===== src/rtl/bin_window_buffer_b2.sv =====
// bin_window_buffer_b2
// Buffers 8-channel binary samples from the Block1 pool stage in a small
// circular flop array and presents overlapping KSIZE-sample windows to the
// Block2 PE array over a valid/ready handshake. Windows never span frames:
// after the last window of a frame the frame tail is skipped.
module bin_window_buffer_b2 #(
    parameter int CH        = 8,
    parameter int KSIZE     = 5,
    parameter int FRAME_LEN = 113,
    parameter int DEPTH     = 16
) (
    input  logic                  clk,
    input  logic                  rst_n,
    input  logic                  bin_val,
    input  logic [CH-1:0]         bin_in,
    input  logic                  win_ready,
    output logic                  win_val,
    output logic [KSIZE*CH-1:0]   win_data,
    output logic [6:0]            win_idx,
    output logic                  win_last,
    output logic                  frame_done,
    output logic                  overflow
);

    localparam int NWIN = FRAME_LEN - KSIZE + 1;
    localparam int PW   = $clog2(DEPTH);
    localparam int WW   = KSIZE * CH;

    typedef enum logic [0:0] {
        ST_FILL    = 1'b0,
        ST_PRESENT = 1'b1
    } state_t;

    logic [CH-1:0] mem_q [DEPTH];
    logic [CH-1:0] mem_d [DEPTH];
    logic [PW:0]   wr_ptr_q, wr_ptr_d;
    logic [PW:0]   rd_ptr_q, rd_ptr_d;
    logic [6:0]    win_cnt_q, win_cnt_d;
    state_t        state_q, state_d;
    logic          win_val_q, win_val_d;
    logic [WW-1:0] win_data_q, win_data_d;
    logic [6:0]    win_idx_q, win_idx_d;
    logic          win_last_q, win_last_d;
    logic          frame_done_q, frame_done_d;
    logic          overflow_q, overflow_d;

    logic [PW:0]   occ_s;
    logic [PW+1:0] avail_s;
    logic          full_s;
    logic          wr_en_s;
    logic          hs_s;
    logic [PW-1:0] base_s;
    logic [PW-1:0] slot_s;
    logic [WW-1:0] gather_s;

    // Occupancy from the wrap-bit pointers; a sample is stored only when not full.
    assign occ_s   = wr_ptr_q - rd_ptr_q;
    assign full_s  = (occ_s == (PW+1)'(DEPTH));
    assign wr_en_s = bin_val & ~full_s;
    assign hs_s    = win_val_q & win_ready;
    // Entries left after a pop, counting a sample written in the same cycle.
    assign avail_s = {1'b0, occ_s} - (PW+2)'(1) + {{(PW+1){1'b0}}, wr_en_s};
    // Oldest sample of the window being loaded: current head in FILL, next head on a pop.
    assign base_s  = (state_q == ST_PRESENT) ? (rd_ptr_q[PW-1:0] + PW'(1)) : rd_ptr_q[PW-1:0];

    // Gather KSIZE samples starting at base_s, bypassing a same-cycle write.
    always_comb begin
        gather_s = {WW{1'b0}};
        slot_s   = {PW{1'b0}};
        for (int i = 0; i < KSIZE; i++) begin
            slot_s = base_s + PW'(i);
            if (wr_en_s && (slot_s == wr_ptr_q[PW-1:0])) begin
                gather_s[i*CH +: CH] = bin_in;
            end else begin
                gather_s[i*CH +: CH] = mem_q[slot_s];
            end
        end
    end

    // Next-state logic: buffer write, overflow flag and FILL/PRESENT window control.
    always_comb begin
        mem_d        = mem_q;
        wr_ptr_d     = wr_ptr_q;
        rd_ptr_d     = rd_ptr_q;
        win_cnt_d    = win_cnt_q;
        state_d      = state_q;
        win_val_d    = win_val_q;
        win_data_d   = win_data_q;
        win_idx_d    = win_idx_q;
        win_last_d   = win_last_q;
        frame_done_d = 1'b0;
        overflow_d   = overflow_q;

        if (wr_en_s) begin
            mem_d[wr_ptr_q[PW-1:0]] = bin_in;
            wr_ptr_d                = wr_ptr_q + (PW+1)'(1);
        end else begin
            wr_ptr_d = wr_ptr_q;
        end

        if (bin_val && full_s) begin
            overflow_d = 1'b1;
        end else begin
            overflow_d = overflow_q;
        end

        case (state_q)
            ST_FILL: begin
                if (occ_s >= (PW+1)'(KSIZE)) begin
                    win_data_d = gather_s;
                    win_idx_d  = win_cnt_q;
                    win_last_d = (win_cnt_q == 7'(NWIN - 1));
                    win_val_d  = 1'b1;
                    state_d    = ST_PRESENT;
                end else begin
                    win_val_d = 1'b0;
                    state_d   = ST_FILL;
                end
            end
            ST_PRESENT: begin
                if (hs_s) begin
                    if (win_last_q) begin
                        // Skip the frame tail so the next window starts on a new frame.
                        rd_ptr_d     = rd_ptr_q + (PW+1)'(KSIZE);
                        win_cnt_d    = 7'd0;
                        frame_done_d = 1'b1;
                        win_val_d    = 1'b0;
                        win_last_d   = 1'b0;
                        state_d      = ST_FILL;
                    end else begin
                        rd_ptr_d  = rd_ptr_q + (PW+1)'(1);
                        win_cnt_d = win_cnt_q + 7'd1;
                        if (avail_s >= (PW+2)'(KSIZE)) begin
                            win_data_d = gather_s;
                            win_idx_d  = win_cnt_q + 7'd1;
                            win_last_d = ((win_cnt_q + 7'd1) == 7'(NWIN - 1));
                            win_val_d  = 1'b1;
                            state_d    = ST_PRESENT;
                        end else begin
                            win_val_d = 1'b0;
                            state_d   = ST_FILL;
                        end
                    end
                end else begin
                    win_val_d = 1'b1;
                    state_d   = ST_PRESENT;
                end
            end
            default: begin
                win_val_d = 1'b0;
                state_d   = ST_FILL;
            end
        endcase
    end

    // State and output registers; reset discards buffered data.
    always_ff @(posedge clk or negedge rst_n) begin
        if (!rst_n) begin
            for (int i = 0; i < DEPTH; i++) begin
                mem_q[i] <= {CH{1'b0}};
            end
            wr_ptr_q     <= {(PW+1){1'b0}};
            rd_ptr_q     <= {(PW+1){1'b0}};
            win_cnt_q    <= 7'd0;
            state_q      <= ST_FILL;
            win_val_q    <= 1'b0;
            win_data_q   <= {WW{1'b0}};
            win_idx_q    <= 7'd0;
            win_last_q   <= 1'b0;
            frame_done_q <= 1'b0;
            overflow_q   <= 1'b0;
        end else begin
            mem_q        <= mem_d;
            wr_ptr_q     <= wr_ptr_d;
            rd_ptr_q     <= rd_ptr_d;
            win_cnt_q    <= win_cnt_d;
            state_q      <= state_d;
            win_val_q    <= win_val_d;
            win_data_q   <= win_data_d;
            win_idx_q    <= win_idx_d;
            win_last_q   <= win_last_d;
            frame_done_q <= frame_done_d;
            overflow_q   <= overflow_d;
        end
    end

    assign win_val    = win_val_q;
    assign win_data   = win_data_q;
    assign win_idx    = win_idx_q;
    assign win_last   = win_last_q;
    assign frame_done = frame_done_q;
    assign overflow   = overflow_q;

endmodule


===== config.mk =====
export PLATFORM = sky130hd
export DESIGN_NAME = bin_window_buffer_b2
export DESIGN_NICKNAME = d
export VERILOG_FILES = /design/src/rtl/bin_window_buffer_b2.sv
export SDC_FILE = /design/constraint.sdc
export NUM_CORES = 1
export LEC_CHECK = 0
export ABC_AREA = 1
export BUFFER_PORTS_ARGS = -buffer_cell sky130_fd_sc_hd__buf_2
export CAP_MARGIN = 20
export CORE_ASPECT_RATIO = 0.9
export CORE_MARGIN = 2
export CORE_UTILIZATION = 33
export DETAILED_ROUTE_END_ITERATION = 8
export GPL_TIMING_DRIVEN = 1
export PLACE_DENSITY = 0.44
export RECOVER_POWER = 50
export REMOVE_ABC_BUFFERS = 1
export SLEW_MARGIN = 20
export SYNTH_ARGS = -nofsm -noshare
export SYNTH_HDL_FRONTEND = slang
export SYNTH_SLANG_ARGS = --single-unit

===== constraint.sdc =====
create_clock -name clk -period 9.7 [get_ports clk]
set_input_delay 0 -clock clk [delete_from_list [all_inputs] [get_ports clk]]
set_output_delay 0 -clock clk [all_outputs]
set_load 0.01 [all_outputs]

==> reports/results.ini <==
[worst_hold_path]
hold_class=in2reg
min_path_cells=3
hp-start=win_ready
worstHoldEndpoint=rd_ptr_q[0]

[drt]
antenna_left=0
drt_iter0_markers=1420
routedWlPerCell_um=20.66
remaining_drc_errors=0
num_vias=14070
wirelength_mm=54.14
dr.pass1.iters=6
viasPerCell=5.369

[critical_path]
crit_type=in2async
cpMaxStageDelayCell=clkbuf_1
worstPathRequired_ns=9.63
r2r-end=win_data[3]
cp_common_cell=clkbuf_1
crit_fanout=72
critPathArrivalTime_ns=6.18
crit_path_end_kind=asynchronous set/reset pin
critPathTopFamily=buffers and inverters
crit_chain=dlygate4sd3_1 > clkbuf_1 > clkbuf_1
startpoint_type=input pin
reg2reg_depth=25
reg2reg_slack_ns=4.98
crit_path_max_incr_delay_ns=3.30
timing.rr.start=wr_ptr_q[0]
cp_num_buf_inv=3

[placement]
dp_hpwl_mm=35.74
place_area_sq_um=14040
portBuffers=62
gp_congestion=0.8692

[sta]
tightest_slew_ns=4.754
hold_violations=0
setup_tns_ns=0
fin_crit_sh_pct=64.38
rsz0062_at_grt=false
setup_viol=0
clock_skew_ns=0.01248
slew_viol_final=128
min_period_ns=6.244
max_clock_freq_mhz=160.1
max_slew_margin_pct=-216.9

[die]
die_h_um=195.3
io_pins=63
row_count=70
die_w_um=216.5
initial_core_util_pct=33.23
die-area_sq_um=42290
coreArea_sq_um=40380

[finish]
area_delta_synth_final_pct=9.344
post_route_cells_drive_above_1_share_pct=4.856
num-fill-cells=4405
antenna_cells=0
design_area_sq_um=14670
fin_nets=2099

[clock_tree]
cts_root_buf=clkbuf_16
clkTransAtPathRegs_ns=0.08
htreeDepth=4
clock-sinks=196
clockBufferDepth=2
clk_latency_ns=0.47
cts_buffers=17
cts_tree=built
ctsResizeCount=0

[yosys]
synth_top_area_share_pct=36.56
yosysMostFrequentCell=nand2_1
avgSynthCellArea_sq_um=6.457
synth-async-reset-ratio_pct=100.0
synth-edff-count=0
synth_common_cells=nand2_1, nand3_1, dfrtp_1
synth_warnings=0
syn_area_sq_um=13420
synthCells=2078
yosysSeqAreaShare_pct=36.56
yosysTopAreaCell=dfrtp_1
synth_flop_cell=dfrtp_1
synth_area_leaders=dfrtp_1, nand2_1, nand3_1
yosysUniqueCellTypes=34
synth_seq_cells=196

[run_status]
status=finished, violations left
violations=capacitance limit, slew limit

[flow_run]
cap_viol_max_count=2

[global_routing]
grt_max_degree=87
grt_pass1_wl_mm=83.41
grt_usage_pct=26.17
grt_antenna_before_repair=0
first_global_vias=13430
overflow=0

## through the flow
step	utilization [%]	hold WS, ns	std cells	worst slack (ns)
global route	36.33	0.2995	2620	2.301
global placement	34.74	0.08843	2577	5.062
CTS	36.53	0.1506	2620	5.002
floorplan	-	-0.2956	1959	3.200
finish	36.33	0.2929	2620	3.456
detailed placement	34.76	0.08561	2577	5.039
## layout make-up
| cell class | count | area [sq um] | share of cell area, % |
|---|---|---|---|
| Tap cell | 540 | 675.6 | 4.606 |
| Multi-Input combinational cell | 1687 | 7731 | 52.70 |
| Clock buffer | 21 | 450.4 | 3.070 |
| Timing Repair Buffer | 89 | 471.7 | 3.215 |
| Clock inverter | 11 | 151.4 | 1.032 |
| Inverter | 76 | 285.3 | 1.945 |
| Sequential cell | 196 | 4905 | 33.43 |
## flip-flops by register name (all words and copies together) (netlist names)
name / count
win_last: 1
win_idx: 7
wr_ptr_q: 5
overflow: 1
win_data: 40
frame_done: 1
win_cnt_q: 7
rd_ptr_q: 5
win_val: 1
mem_q: 128
## per-layer routing
metal  GRT usage [%]  wire length, um
met4           10.96             2096
met2           39.28            23450
met3           4.891             3396
met5               0                0
met1           36.84            25190
## worst max-delay path by stage
stage                      startpoint      endpoint  slack (ns)  depth (start not counted)
after detailed placement  wr_ptr_q[0]  win_data[12]        5.04                         25
after global routing            rst_n     mem_q[52]        2.30                          3
final                           rst_n   rd_ptr_q[3]        3.46                          3
after floorplan               win_val  win_data[24]        3.20                         13
after CTS                 wr_ptr_q[0]  win_data[12]        5.00                         25
after global placement    wr_ptr_q[0]  win_data[26]        5.06                         25
## cells by family (layout without fill, tap and decap cells)
family | count (synthesis) | count (layout) | synth area share [%]
AND/OR/NAND/NOR | 1481 | 1481 | 47.45
flip-flops | 196 | 196 | 36.56
buffers and inverters | 195 | 197 | 6.136
AO/OA/AOI/OAI | 165 | 165 | 6.398
XOR/XNOR | 21 | 21 | 1.539
adder cells (fa/ha/maj) | 20 | 20 | 1.921
## tightest hold or removal path, stage by stage
cell and delay, ns:
dlygate4sd3_1 0.51, buf_2 0.15, a21oi_1 0.07
## layout by cell type, fill, tap and decap left out, drive strengths merged, types with 2 or more instances in the layout
cell type	instances
a21oi	6
and2	3
buf	25
bufinv	3
clkbuf	74
clkinv	6
dfrtp	196
dlygate4sd3	11
ha	19
inv	77
nand2	947
nand3	452
nand3b	11
nand4	28
nor2	39
o21ai	152
o21bai	2
o22ai	3
xnor2	6
xor2	15
## what timing repair did
action / CTS / global route
hold buffers: 11 / 0
endpoints found under the hold margin: 113 / 0
setup buffers: 0 / 0
endpoints found under the setup margin: 0 / 0
Power is not shown: default switching activity piles up to over one toggle a cycle in this logic, so the estimate is an artifact.
